**config.mk**
```make
export PLATFORM = sky130hd
export DESIGN_NAME = fir_load_sequencer
export DESIGN_NICKNAME = d
export VERILOG_FILES = /design/src/rtl/fir_pkg.sv /design/src/rtl/fir_seq_counter.sv /design/src/rtl/fir_load_sequencer.sv
export SDC_FILE = /design/constraint.sdc
export NUM_CORES = 1
export LEC_CHECK = 0
export BUFFER_PORTS_ARGS = -buffer_cell sky130_fd_sc_hd__buf_2
export CORE_AREA = 3 3 73 75
export DETAILED_ROUTE_END_ITERATION = 6
export DIE_AREA = 0 0 76 78
export PLACE_DENSITY = 0.64
export SYNTH_ARGS = -nofsm -noshare
export SYNTH_HDL_FRONTEND = slang
export SYNTH_SLANG_ARGS = --single-unit
```
**constraint.sdc**
```tcl
create_clock -name clk_10khz -period 1.6 [get_ports clk_10khz]
set_input_delay 0.16 -clock clk_10khz [delete_from_list [all_inputs] [get_ports clk_10khz]]
set_output_delay 0.16 -clock clk_10khz [all_outputs]
set_load 0.02 [all_outputs]
```
**src/rtl/fir_pkg.sv**
```systemverilog
// fir_pkg: shared definitions for the FIR load/run interface.
//   - fir_state_e : load sequencer state encoding (3 bits)
//   - FIR_DW, FIR_NTAPS, FIR_NSAMP : default word width and frame sizes
//     shared with FIR_Top
//   - FIR_RUN_CYCLES, FIR_CW : default run length and counter width
package fir_pkg;

  typedef enum logic [2:0] {
    IDLE   = 3'd0,
    LOAD_C = 3'd1,
    LOAD_X = 3'd2,
    RUN    = 3'd3,
    DONE   = 3'd4
  } fir_state_e;

  localparam int FIR_DW         = 16;
  localparam int FIR_NTAPS      = 64;
  localparam int FIR_NSAMP      = 64;
  localparam int FIR_RUN_CYCLES = 64;
  localparam int FIR_CW         = 8;

endpackage

```
**src/rtl/fir_seq_counter.sv**
```systemverilog
// fir_seq_counter: loadable up-counter with terminal-count compare.
// Ports:
//   clk   in  1   rising-edge clock
//   rst   in  1   synchronous active-high reset
//   clear in  1   force the count to zero (wins over en)
//   en    in  1   advance the count by one
//   limit in  CW  number of counts in one pass
//   tc    out 1   en is high and this is the last count of the pass;
//                 the counter wraps to zero on that edge
module fir_seq_counter #(
  parameter int CW = 8
) (
  input  logic          clk,
  input  logic          rst,
  input  logic          clear,
  input  logic          en,
  input  logic [CW-1:0] limit,
  output logic          tc
);

  localparam logic [CW-1:0] ONE = CW'(1);

  logic [CW-1:0] cnt_q;
  logic [CW-1:0] cnt_d;

  assign tc = en && (cnt_q == (limit - ONE));

  // Next count: clear, wrap on terminal count, or increment.
  always_comb begin
    cnt_d = cnt_q;
    if (clear) begin
      cnt_d = '0;
    end else if (en) begin
      if (tc) begin
        cnt_d = '0;
      end else begin
        cnt_d = cnt_q + ONE;
      end
    end else begin
      cnt_d = cnt_q;
    end
  end

  // Count register.
  always_ff @(posedge clk) begin
    if (rst) begin
      cnt_q <= '0;
    end else begin
      cnt_q <= cnt_d;
    end
  end

endmodule

```
**src/rtl/fir_load_sequencer.sv**
```systemverilog
// fir_load_sequencer: drives the FIR core load/run interface.
// One upstream valid/ready stream carries NTAPS coefficients followed by
// NSAMP samples; coefficients go out on cin/cload, samples on xin/wr_en
// (with xload framing the sample phase), then rd_en is held for RUN_CYCLES
// cycles and a one-cycle done pulse ends the frame.
// Ports:
//   clk_10khz in 1, rst in 1 (sync, active high), start in 1, abort in 1
//   in_data in DW, in_valid in 1, in_ready out 1 (combinational from state)
//   cload out 1, cin out DW, xload out 1, wr_en out 1, xin out DW
//   rd_en out 1, busy out 1, done out 1
//   csum out DW+8 (only with FIR_LOAD_CSUM_EN): running sum of the
//   coefficients accepted in the current frame
// Optional feature macro: FIR_LOAD_CSUM_EN
module fir_load_sequencer
  import fir_pkg::*;
#(
  parameter int DW         = FIR_DW,
  parameter int NTAPS      = FIR_NTAPS,
  parameter int NSAMP      = FIR_NSAMP,
  parameter int RUN_CYCLES = FIR_RUN_CYCLES,
  parameter int CW         = FIR_CW
) (
  input  logic          clk_10khz,
  input  logic          rst,
  input  logic          start,
  input  logic          abort,
  input  logic [DW-1:0] in_data,
  input  logic          in_valid,
  output logic          in_ready,
  output logic          cload,
  output logic [DW-1:0] cin,
  output logic          xload,
  output logic          wr_en,
  output logic [DW-1:0] xin,
  output logic          rd_en,
  output logic          busy,
`ifdef FIR_LOAD_CSUM_EN
  output logic [DW+7:0] csum,
`endif
  output logic          done
);

  fir_state_e    state_q, state_d;
  logic          cload_q, cload_d;
  logic [DW-1:0] cin_q, cin_d;
  logic          xload_q, xload_d;
  logic          wr_en_q, wr_en_d;
  logic [DW-1:0] xin_q, xin_d;
  logic          rd_en_q, rd_en_d;
  logic          busy_q, busy_d;
  logic          done_q, done_d;

  logic          accept;
  logic          cnt_clr;
  logic          cnt_en;
  logic          cnt_tc;
  logic [CW-1:0] cnt_limit;

  assign in_ready = (state_q == LOAD_C) || (state_q == LOAD_X);
  assign accept   = in_valid && in_ready;

  // One counter serves all three phases; its pass length follows the state.
  always_comb begin
    cnt_limit = '0;
    case (state_q)
      LOAD_C:  cnt_limit = CW'(NTAPS);
      LOAD_X:  cnt_limit = CW'(NSAMP);
      RUN:     cnt_limit = CW'(RUN_CYCLES);
      default: cnt_limit = '0;
    endcase
  end

  fir_seq_counter #(.CW(CW)) u_cnt (
    .clk   (clk_10khz),
    .rst   (rst),
    .clear (cnt_clr),
    .en    (cnt_en),
    .limit (cnt_limit),
    .tc    (cnt_tc)
  );

  // Next state, counter control and next values of the registered outputs.
  always_comb begin
    state_d = state_q;
    cnt_clr = 1'b0;
    cnt_en  = 1'b0;
    cload_d = 1'b0;
    wr_en_d = 1'b0;
    rd_en_d = 1'b0;
    done_d  = 1'b0;
    cin_d   = cin_q;
    xin_d   = xin_q;
    case (state_q)
      IDLE: begin
        cnt_clr = 1'b1;
        if (start) begin
          state_d = LOAD_C;
        end else begin
          state_d = IDLE;
        end
      end
      LOAD_C: begin
        cnt_en = accept;
        if (accept) begin
          cload_d = 1'b1;
          cin_d   = in_data;
          if (cnt_tc) begin
            state_d = LOAD_X;
          end else begin
            state_d = LOAD_C;
          end
        end else begin
          state_d = LOAD_C;
        end
      end
      LOAD_X: begin
        cnt_en = accept;
        if (accept) begin
          wr_en_d = 1'b1;
          xin_d   = in_data;
          if (cnt_tc) begin
            state_d = RUN;
          end else begin
            state_d = LOAD_X;
          end
        end else begin
          state_d = LOAD_X;
        end
      end
      RUN: begin
        cnt_en  = 1'b1;
        rd_en_d = 1'b1;
        if (cnt_tc) begin
          state_d = DONE;
        end else begin
          state_d = RUN;
        end
      end
      DONE: begin
        cnt_clr = 1'b1;
        done_d  = 1'b1;
        state_d = IDLE;
      end
      default: begin
        cnt_clr = 1'b1;
        state_d = IDLE;
      end
    endcase
    // abort overrides everything: a beat taken this cycle is dropped unwritten.
    if (abort) begin
      state_d = IDLE;
      cnt_clr = 1'b1;
      cnt_en  = 1'b0;
      cload_d = 1'b0;
      wr_en_d = 1'b0;
      rd_en_d = 1'b0;
      done_d  = 1'b0;
      cin_d   = cin_q;
      xin_d   = xin_q;
    end else begin
      state_d = state_d;
    end
    // xload follows the state being entered so it falls on the same edge
    // that raises wr_en for the last sample.
    xload_d = (state_d == LOAD_X);
    busy_d  = (state_q != IDLE) && !abort;
  end

  // State and registered outputs.
  always_ff @(posedge clk_10khz) begin
    if (rst) begin
      state_q <= IDLE;
      cload_q <= 1'b0;
      cin_q   <= '0;
      xload_q <= 1'b0;
      wr_en_q <= 1'b0;
      xin_q   <= '0;
      rd_en_q <= 1'b0;
      busy_q  <= 1'b0;
      done_q  <= 1'b0;
    end else begin
      state_q <= state_d;
      cload_q <= cload_d;
      cin_q   <= cin_d;
      xload_q <= xload_d;
      wr_en_q <= wr_en_d;
      xin_q   <= xin_d;
      rd_en_q <= rd_en_d;
      busy_q  <= busy_d;
      done_q  <= done_d;
    end
  end

  assign cload = cload_q;
  assign cin   = cin_q;
  assign xload = xload_q;
  assign wr_en = wr_en_q;
  assign xin   = xin_q;
  assign rd_en = rd_en_q;
  assign busy  = busy_q;
  assign done  = done_q;

`ifdef FIR_LOAD_CSUM_EN
  logic [DW+7:0] csum_q, csum_d;

  // Coefficient checksum: cleared by an honoured start, grows per written coefficient.
  always_comb begin
    csum_d = csum_q;
    if ((state_q == IDLE) && start && !abort) begin
      csum_d = '0;
    end else if ((state_q == LOAD_C) && accept && !abort) begin
      csum_d = csum_q + {8'd0, in_data};
    end else begin
      csum_d = csum_q;
    end
  end

  // Checksum register.
  always_ff @(posedge clk_10khz) begin
    if (rst) begin
      csum_q <= '0;
    end else begin
      csum_q <= csum_d;
    end
  end

  assign csum = csum_q;
`endif

endmodule

```
==> impl_metrics.env, run 1 <==
export IMPL_die_x_um=76
export IMPL_ys_warnings_count=0
export IMPL_track_usage=0.151
export IMPL_cts_inserted_buffers=5
export IMPL_hold_viol_final=0
export IMPL_crit_type="reg2reg"
export IMPL_drive_gt1_frac=0.296
export IMPL_drt_pass1_iterations=4
export IMPL_outcome="completed"
export IMPL_synthArstFlopShare=0
export IMPL_fin_crit_sh=0.944
export IMPL_cp_max_fo=8
export IMPL_drt_iter0_drc=84
export IMPL_cp_num_buf_inv=0
export IMPL_slew_headroom=0.753
export IMPL_antenna_found_initial=0
export IMPL_hold_class="in2reg"
export IMPL_via_count=1678
export IMPL_synth_edf_count=0
export IMPL_antenna_left=0
export IMPL_root_buffer="clkbuf_8"
export IMPL_wl_um=4420
export IMPL_postSynthAreaPerCell_um2=8.20
export IMPL_cp_end_kind="register"
export IMPL_setup_ws_ns=0.0902
export IMPL_cp_start_kind="register"
export IMPL_slowest_stage="dfxtp_1"
export IMPL_fmax_ghz=0.662
export IMPL_num_fill_cells=457
export IMPL_grt_first_pass_wirelength_um=7270
export IMPL_syn_area_um2=1860
export IMPL_path_clk_slew_ns=0.09
export IMPL_cts_max_level=2
export IMPL_min_period_ns=1.51
export IMPL_place_gp_congestion=0.848
export IMPL_syn_nets=249
export IMPL_arrival_ns=1.74
export IMPL_initial_utilization=0.394
export IMPL_crit_chain="maj3_2 -> and4_1 -> or3_1 -> a21oi_1"
export IMPL_cts_tree="yes"
export IMPL_power_mw=2.21
export IMPL_cts_sinks=49
export IMPL_cap_violations=0
export IMPL_vias_per_cell=4.61
export IMPL_remaining_drc_errors=0
export IMPL_fin_nets=318
export IMPL_pre_cts_ws_ns=-0.0203
export IMPL_postCtsSetupRepairBufs=0
export IMPL_area_growth_pct=29.9
export IMPL_rows=25
export IMPL_maxSlewViolCount=0
export IMPL_tightest_slew_ns=0.371
export IMPL_clk_insertion_delay_late_ns=0.30
export IMPL_cp_slowest_stage_delay_ns=0.39
export IMPL_rsz0062_at_grt="yes"
export IMPL_hold_buffers=0
export IMPL_grt_max_degree=37
export IMPL_rr_startpoint="state_q[1]$_SDFF_PP0_"
export IMPL_synth_distinct_cells=34
export IMPL_cp_required_ns=1.83
export IMPL_clock_path_buffers=2
export IMPL_path_delay_family="simple AND/OR/NAND/NOR gates"
export IMPL_gr_total_overflow=0
export IMPL_ys_seq_area_frac=0.527
export IMPL_ir_drop_mv=0.449
export IMPL_clock_skew_ns=0.00822
export IMPL_ys_ff_latch=49
export IMPL_grt_pass1_vias=1574
export IMPL_io_buffers=59
export IMPL_die_area_um2=5930
export IMPL_yosys_most_used_dff="dfxtp_1"
export IMPL_io_pins=60
export IMPL_die_h_um=78
export IMPL_power_leakage_nw=1.03
export IMPL_syn_inst=227
export IMPL_hp_start="in_data[9]"
export IMPL_setup_viol=0
export IMPL_holdWs_ns=0.0999
export IMPL_core_um2=4720
export IMPL_crit_start="state_q[1]$_SDFF_PP0_"
export IMPL_p_per_area_nw_per_um2=915
export IMPL_antenna_diode_count=0
export IMPL_dp_hpwl_um=3170
export IMPL_wl_per_cell_um=12.1
==> registers in the layout, summed over array words and instances (netlist names), 3 cells and up <==
signal	flops
cin	16
xin	16
u_cnt.cnt_q	8
state_q	3
==> kinds of logic (layout without fill, tap and decap cells) <==
| kind of cell | after synthesis | count (layout) | synth area share |
|---|---|---|---|
| and+or+nand+nor | 109 | 109 | 0.258 |
| AOI/OAI and AO/OA | 44 | 44 | 0.128 |
| DFF | 49 | 49 | 0.527 |
| buffers and inverters | 16 | 86 | 0.0417 |
| adders and majority gates | 2 | 2 | 0.0121 |
| xor gates and xnor gates | 7 | 7 | 0.0329 |
==> layout make-up <==
| type | count | area (um2) | area share |
|---|---|---|---|
| clock buffers | 6 | 72.6 | 0.0300 |
| clock inverters | 2 | 38.8 | 0.0160 |
| flip-flops and latches | 49 | 982 | 0.406 |
| multi-input cells | 162 | 811 | 0.335 |
| well taps | 67 | 83.8 | 0.0347 |
| inverters | 2 | 7.51 | 0.00310 |
| repair buffers | 76 | 423 | 0.175 |
==> worst paths after layout <==
kind                                                     to  depth (start not counted)  slack [ns]
worst min register to register         cin[10]$_SDFFE_PP0P_                          2        0.46
worst max-delay path            u_cnt.cnt_q[0]$_SDFFE_PP0P_                          4        0.09
worst min-delay path                    cin[9]$_SDFFE_PP0P_                          3         0.1
worst max register to register  u_cnt.cnt_q[0]$_SDFFE_PP0P_                          4        0.09
==> per-layer routing <==
layer / vias up / part of all wire / GRT usage
li1: 893 / - / -
met1: 741 / 0.45 / 0.183
met2: 39 / 0.49 / 0.257
met3: 5 / 0.050 / 0.0383
met4: 0 / 0.016 / 0.0598
met5: - / 0 / 0
==> where the power goes <==
group	total [mW]	switching, mW	internal (mW)	leakage [nW]
clock network	0.871	0.402	0.469	0.0554
logic	0.111	0.0665	0.0442	0.583
registers	1.23	0.00476	1.23	0.395
==> synthesized netlist by cell type, types with 2 or more instances <==
library cell	number	area [um2]
a21boi_0	2	15.0
a21oi_1	35	175
and3_1	3	18.8
and4_1	2	17.5
buf_2	5	25.0
clkbuf_1	7	26.3
dfxtp_1	49	981
inv_1	2	7.51
nand2_1	70	263
nand3_1	4	20.0
nand4_1	3	18.8
nor2_1	15	56.3
nor3_1	3	15.0
o21ai_0	2	10.0
xnor2_1	2	17.5
xor2_1	5	43.8
==> worst register-to-register path: cells and delay by family, from the launching register on <==
| family | cells | cell delay (ns) |
|---|---|---|
| AND/OR/NAND/NOR | 2 | 0.57 |
| flip-flops | 1 | 0.39 |
| adder cells (fa/ha/maj) | 1 | 0.37 |
| AO/OA/AOI/OAI | 1 | 0.12 |
==> through the flow <==
step	util	TNS, ns	std cells	cell area (um2)
global placement	0.487	-0.315	356	2300
CTS	0.512	0	364	2420
global route	0.512	-0.0495	364	2420
detailed placement	0.487	-0.0438	356	2300
floorplan	-	0	227	1860
finish	0.512	0	364	2420
==> layout by cell type (no fill, tap or decap), drive strengths merged, types with 2 or more instances in the layout <==
cell type  instances
and4               2
nor3               3
a21oi             35
buf               76
nor4               2
clkbuf             6
nand2             70
nand4              3
xnor2              2
and3               3
dfxtp             49
a21boi             2
xor2               5
inv                2
nor2              15
o21ai              2
nand3              4
==> repair_timing <==
item | CTS | global route
gates resized for setup | 2 | 2
hold endpoints to repair | 0 | 0
pin swaps | 0 | 1
endpoints found under the setup margin | 15 | 10
cloned | 0 | 0
No activity file was read; power rests on OpenSTA's default activity.
==> inputs of run 2 (changes only) <==
--- a/config.mk
+++ b/config.mk
@@ -6,9 +6,9 @@
 export NUM_CORES = 1
 export LEC_CHECK = 0
 export BUFFER_PORTS_ARGS = -buffer_cell sky130_fd_sc_hd__buf_2
-export CORE_AREA = 3 3 73 75
+export CORE_AREA = 4 4 74 76
 export DETAILED_ROUTE_END_ITERATION = 6
-export DIE_AREA = 0 0 76 78
+export DIE_AREA = 0 0 78 80
 export PLACE_DENSITY = 0.64
 export SYNTH_ARGS = -nofsm -noshare
 export SYNTH_HDL_FRONTEND = slang
==> impl_metrics.env, run 2 (synthesized netlist as in run 1, its figures left out) <==
export IMPL_slew_headroom=0.728
export IMPL_cts_tree="yes"
export IMPL_cp_required_ns=1.83
export IMPL_power_frac_comb=0.050
export IMPL_final_common_cell="nand2_1"
export IMPL_crit_chain="or4_1 -> o31a_1 -> a31oi_1"
export IMPL_setup_ws_ns=0.115
export IMPL_track_usage=0.150
export IMPL_io_buffers=59
export IMPL_slowest_stage="or4_1"
export IMPL_gr_total_overflow=0
export IMPL_dp_hpwl_um=3240
export IMPL_rr_startpoint="state_q[2]$_SDFF_PP0_"
export IMPL_area_growth_pct=29.9
export IMPL_outcome="completed"
export IMPL_die_h_um=80
export IMPL_die_x_um=78
export IMPL_antenna_found_initial=0
export IMPL_p_per_area_nw_per_um2=919
export IMPL_cts_sinks=49
export IMPL_pre_cts_ws_ns=0.0122
export IMPL_core_um2=4720
export IMPL_cts_inserted_buffers=5
export IMPL_cp_end_kind="register"
export IMPL_power_leakage_nw=1.04
export IMPL_clk_insertion_delay_late_ns=0.30
export IMPL_via_count=1728
export IMPL_maxSlewViolCount=0
export IMPL_p_switching_uw=484
export IMPL_drt_pass1_iterations=4
export IMPL_antenna_left=0
export IMPL_path_clk_slew_ns=0.09
export IMPL_drt_iter0_drc=104
export IMPL_antenna_diode_count=0
export IMPL_arrival_ns=1.71
export IMPL_fin_crit_sh=0.928
export IMPL_rows=25
export IMPL_p_clk_frac=0.397
export IMPL_remaining_drc_errors=0
export IMPL_grt_pass1_vias=1685
export IMPL_hold_class="in2reg"
export IMPL_ir_drop_mv=0.529
export IMPL_wl_per_cell_um=12.2
export IMPL_fin_nets=318
export IMPL_final_cell_mix="nand2_1, buf_2, dfxtp_1"
export IMPL_initial_utilization=0.394
export IMPL_cp_start_kind="register"
export IMPL_setup_viol=0
export IMPL_grt_max_degree=37
export IMPL_clock_skew_ns=0.0100
export IMPL_min_period_ns=1.49
export IMPL_clock_path_buffers=2
export IMPL_finalSetupTns_ns=0
export IMPL_hold_viol_final=0
export IMPL_wl_um=4450
export IMPL_cp_slowest_stage_delay_ns=0.54
export IMPL_swShare=0.218
export IMPL_place_gp_congestion=0.887
export IMPL_crit_start="state_q[2]$_SDFF_PP0_"
export IMPL_place_area_um2=2300
export IMPL_rsz0062_at_grt="no"
export IMPL_grt_first_pass_wirelength_um=7530
export IMPL_hp_start="in_data[13]"
export IMPL_num_fill_cells=471
export IMPL_postCtsSetupRepairBufs=0
export IMPL_vias_per_cell=4.75
export IMPL_p_int_mw=1.74
export IMPL_cp_max_fo=10
export IMPL_hold_buffers=0
export IMPL_fmax_ghz=0.673
export IMPL_drive_gt1_frac=0.296
export IMPL_p_seq_frac=0.554
export IMPL_cts_max_level=2
export IMPL_cap_violations=0
export IMPL_root_buffer="clkbuf_8"
export IMPL_crit_type="reg2reg"
export IMPL_io_pins=60
export IMPL_final_area_um2=2420
export IMPL_tightest_slew_ns=0.407
export IMPL_die_area_um2=6240
-- run 2: changes by cell type in the layout (fill, tap and decap cells not counted), sizes merged --
cell and delta:
inv +1, clkbuf -1
-- run 2: repair_timing --
| item | CTS | global route |
|---|---|---|
| resized for setup | 1 | 2 |
| pin swaps | 0 | 0 |
| setup endpoints to repair | 2 | 17 |
-- run 2: power groups by stage --
stage                     Sequential, mW  Clock, mW  Combinational [mW]
after CTS                           1.23      0.919               0.111
after detailed placement            1.26          0               0.111
final                               1.23      0.881               0.111
after floorplan                     1.27          0              0.0436
after global routing                1.23      0.966               0.123
after global placement              1.26          0               0.111
-- run 2: final timing paths --
path | to | slack, ns | depth (start not counted)
worst max-delay path | xload$_SDFF_PP0_ | 0.11 | 3
worst min register to register | xin[10]$_SDFFE_PP0P_ | 0.45 | 2
worst max register to register | xload$_SDFF_PP0_ | 0.11 | 3
worst min-delay path | xin[13]$_SDFFE_PP0P_ | 0.1 | 3
-- run 2: final cells by class --
class / instances / area [um2] / area share
Inverter: 2 / 7.51 / 0.00310
Clock buffer: 5 / 68.8 / 0.0285
Sequential cell: 49 / 981 / 0.406
Multi-Input combinational cell: 162 / 811 / 0.335
Tap cell: 67 / 83.8 / 0.0347
Timing Repair Buffer: 76 / 423 / 0.175
Clock inverter: 3 / 43.8 / 0.0181
-- run 2: metal layers --
metal	global-route usage	wire [um]
met5	0	0
met4	0.0577	67
met3	0.0350	235
met2	0.267	2230
met1	0.175	1920
-- run 2: critical path, delay by kind of cell (launching register included) --
kind | cells | cell delay [ns]
flip-flops | 1 | 0.44
AND/OR/NAND/NOR | 1 | 0.54
AO/OA/AOI/OAI | 2 | 0.44
-- run 2: per-stage QoR --
step / util / hold slack [ns] / instances / power (mW)
4_1_cts: 0.512 / 0.0861 / 364 / 2.26
5_1_grt: 0.512 / 0.0864 / 364 / 2.32
3_3_place_gp: 0.487 / 0.416 / 356 / 1.37
2_1_floorplan: - / 0.259 / 227 / 1.31
6_report: 0.512 / 0.0969 / 364 / 2.22
3_5_place_dp: 0.487 / 0.418 / 356 / 1.37
==> inputs of run 3 (changes only) <==
--- a/config.mk
+++ b/config.mk
@@ -5,11 +5,11 @@
 export SDC_FILE = /design/constraint.sdc
 export NUM_CORES = 1
 export LEC_CHECK = 0
-export BUFFER_PORTS_ARGS = -buffer_cell sky130_fd_sc_hd__buf_2
 export CORE_AREA = 4 4 74 76
 export DETAILED_ROUTE_END_ITERATION = 6
 export DIE_AREA = 0 0 78 80
-export PLACE_DENSITY = 0.64
+export DONT_BUFFER_PORTS = 1
+export PLACE_DENSITY = 0.53
 export SYNTH_ARGS = -nofsm -noshare
 export SYNTH_HDL_FRONTEND = slang
 export SYNTH_SLANG_ARGS = --single-unit
==> constraint.sdc (replaced) <==
create_clock -name clk_10khz -period 1.34 [get_ports clk_10khz]
set_input_delay 0.134 -clock clk_10khz [delete_from_list [all_inputs] [get_ports clk_10khz]]
set_output_delay 0.134 -clock clk_10khz [all_outputs]
set_load 0.02 [all_outputs]
==> impl_metrics.env, run 3 (synthesized netlist as in run 1, its figures left out) <==
export IMPL_num_fill_cells=451
export IMPL_arrival_ns=1.73
export IMPL_dp_hpwl_um=3270
export IMPL_cp_start_kind="register"
export IMPL_path_clk_slew_ns=0.09
export IMPL_fin_nets=280
export IMPL_drt_pass1_iterations=5
export IMPL_crit_type="reg2reg"
export IMPL_cp_required_ns=1.57
export IMPL_p_per_area_nw_per_um2=982
export IMPL_cts_max_level=2
export IMPL_cts_tree="yes"
export IMPL_cp_slowest_stage_delay_ns=0.53
export IMPL_core_um2=4720
export IMPL_via_count=1602
export IMPL_place_inst=310
export IMPL_hold_end="cin[6]$_SDFFE_PP0P_"
export IMPL_drt_iter0_drc=108
export IMPL_rsz0062_at_grt="yes"
export IMPL_remaining_drc_errors=0
export IMPL_final_common_cell="nand2_1"
export IMPL_maxSlewViolCount=0
export IMPL_finalSetupTns_ns=-1.25
export IMPL_wl_per_cell_um=14.8
export IMPL_slew_headroom=0.814
export IMPL_cp_max_fo=5
export IMPL_root_buffer="clkbuf_8"
export IMPL_cp_num_buf_inv=1
export IMPL_outcome="finished with violations"
export IMPL_antenna_left=0
export IMPL_slowest_stage="or4_4"
export IMPL_wl_um=4830
export IMPL_die_area_um2=6240
export IMPL_place_gp_congestion=0.816
export IMPL_setup_viol=23
export IMPL_tightest_slew_ns=0.279
export IMPL_crit_chain="buf_6 -> or4_4 -> o31a_1 -> a31oi_1"
export IMPL_final_cell_mix="nand2_1, dfxtp_1, buf_4"
export IMPL_rr_endpoint="xload$_SDFF_PP0_"
export IMPL_final_cells=326
export IMPL_gr_total_overflow=0
export IMPL_io_pins=60
export IMPL_area_growth_pct=33.5
export IMPL_grt_max_degree=38
export IMPL_cts_inserted_buffers=5
export IMPL_vias_per_cell=4.91
export IMPL_clock_path_buffers=2
export IMPL_die_x_um=78
export IMPL_cts_sinks=49
export IMPL_antenna_found_initial=0
export IMPL_initial_utilization=0.394
export IMPL_cp_end_kind="register"
export IMPL_drive_gt1_frac=0.317
export IMPL_fin_crit_sh=1.13
export IMPL_grt_first_pass_wirelength_um=7890
export IMPL_clock_skew_ns=0.00487
export IMPL_antenna_diode_count=0
export IMPL_power_leakage_nw=0.860
export IMPL_holdWs_ns=-0.122
export IMPL_reg2reg_slack_ns=-0.17
export IMPL_clk_insertion_delay_late_ns=0.30
export IMPL_hp_start="rst"
export IMPL_cap_violations=0
export IMPL_setup_ws_ns=-0.168
export IMPL_die_h_um=80
export IMPL_ir_drop_mv=0.547
export IMPL_io_buffers=0
export IMPL_crit_start="state_q[1]$_SDFF_PP0_"
export IMPL_rr_startpoint="state_q[1]$_SDFF_PP0_"
export IMPL_fmax_ghz=0.663
export IMPL_hold_class="in2reg"
export IMPL_ff2ff_path_depth=4
export IMPL_hold_buffers=2
export IMPL_hold_viol_final=34
export IMPL_holdPathStages=1
export IMPL_track_usage=0.158
export IMPL_rows=25
export IMPL_path_delay_family="simple AND/OR/NAND/NOR gates"
export IMPL_violations="negative hold slack, negative setup slack"
export IMPL_grt_pass1_vias=1624
export IMPL_min_period_ns=1.51
## run 3: timing repair
| item | CTS | global route |
|---|---|---|
| setup buffers | 3 | 4 |
| pin swaps | 13 | 19 |
| hold endpoints to repair | 37 | 34 |
| cloned | 0 | 1 |
| gates resized for setup | 28 | 24 |
| setup endpoints to repair | 45 | 42 |
## run 3: how the worst max path moves through the flow
stage | end | cells after the start
2_1_floorplan | xload$_SDFF_PP0_ | 5
3_3_place_gp | u_cnt.cnt_q[7]$_SDFFE_PP0P_ | 6
3_5_place_dp | u_cnt.cnt_q[0]$_SDFFE_PP0P_ | 4
4_1_cts | xload$_SDFF_PP0_ | 5
5_1_grt | xload$_SDFF_PP0_ | 4
6_report | xload$_SDFF_PP0_ | 4
## run 3: layout make-up
class	count	area, um2	share of cell area
Sequential cell	49	990	0.398
Multi-Input combinational cell	162	971	0.391
Timing Repair Buffer	38	347	0.139
Tap cell	67	83.8	0.0337
Clock buffer	6	72.6	0.0292
Clock inverter	2	13.8	0.00554
Inverter	2	7.51	0.00302
## run 3: through the flow
step	power, mW	instance area, um2	util	hold slack [ns]	worst slack (ns)
floorplan	1.57	1910	-	0.232	-0.152
global placement	1.57	2140	0.453	0.207	-0.136
detailed placement	1.57	2140	0.453	0.209	-0.151
CTS	2.46	2340	0.496	-0.123	-0.102
global route	2.54	2480	0.526	-0.132	-0.184
finish	2.44	2480	0.526	-0.122	-0.168
## run 3: report_power, final
part,total (mW),internal (mW),switching [mW]
clock,0.878,0.373,0.505
combinational,0.0841,0.0448,0.0393
sequential,1.48,1.46,0.0160
total,2.44,1.88,0.560
## run 3: worst register-to-register path: cells and delay by family (launching register included)
| kind | cells | cell delay (ns) |
|---|---|---|
| compound gates | 2 | 0.45 |
| buf+inv | 1 | 0.12 |
| flops | 1 | 0.34 |
| simple gates | 1 | 0.53 |
## run 3: per-layer routing
metal	global-route usage	wire length (um)	share of wire
met1	0.198	2180	0.45
met2	0.253	2200	0.46
met3	0.0666	402	0.083
met4	0.0367	38	0.0079
met5	0	0	0
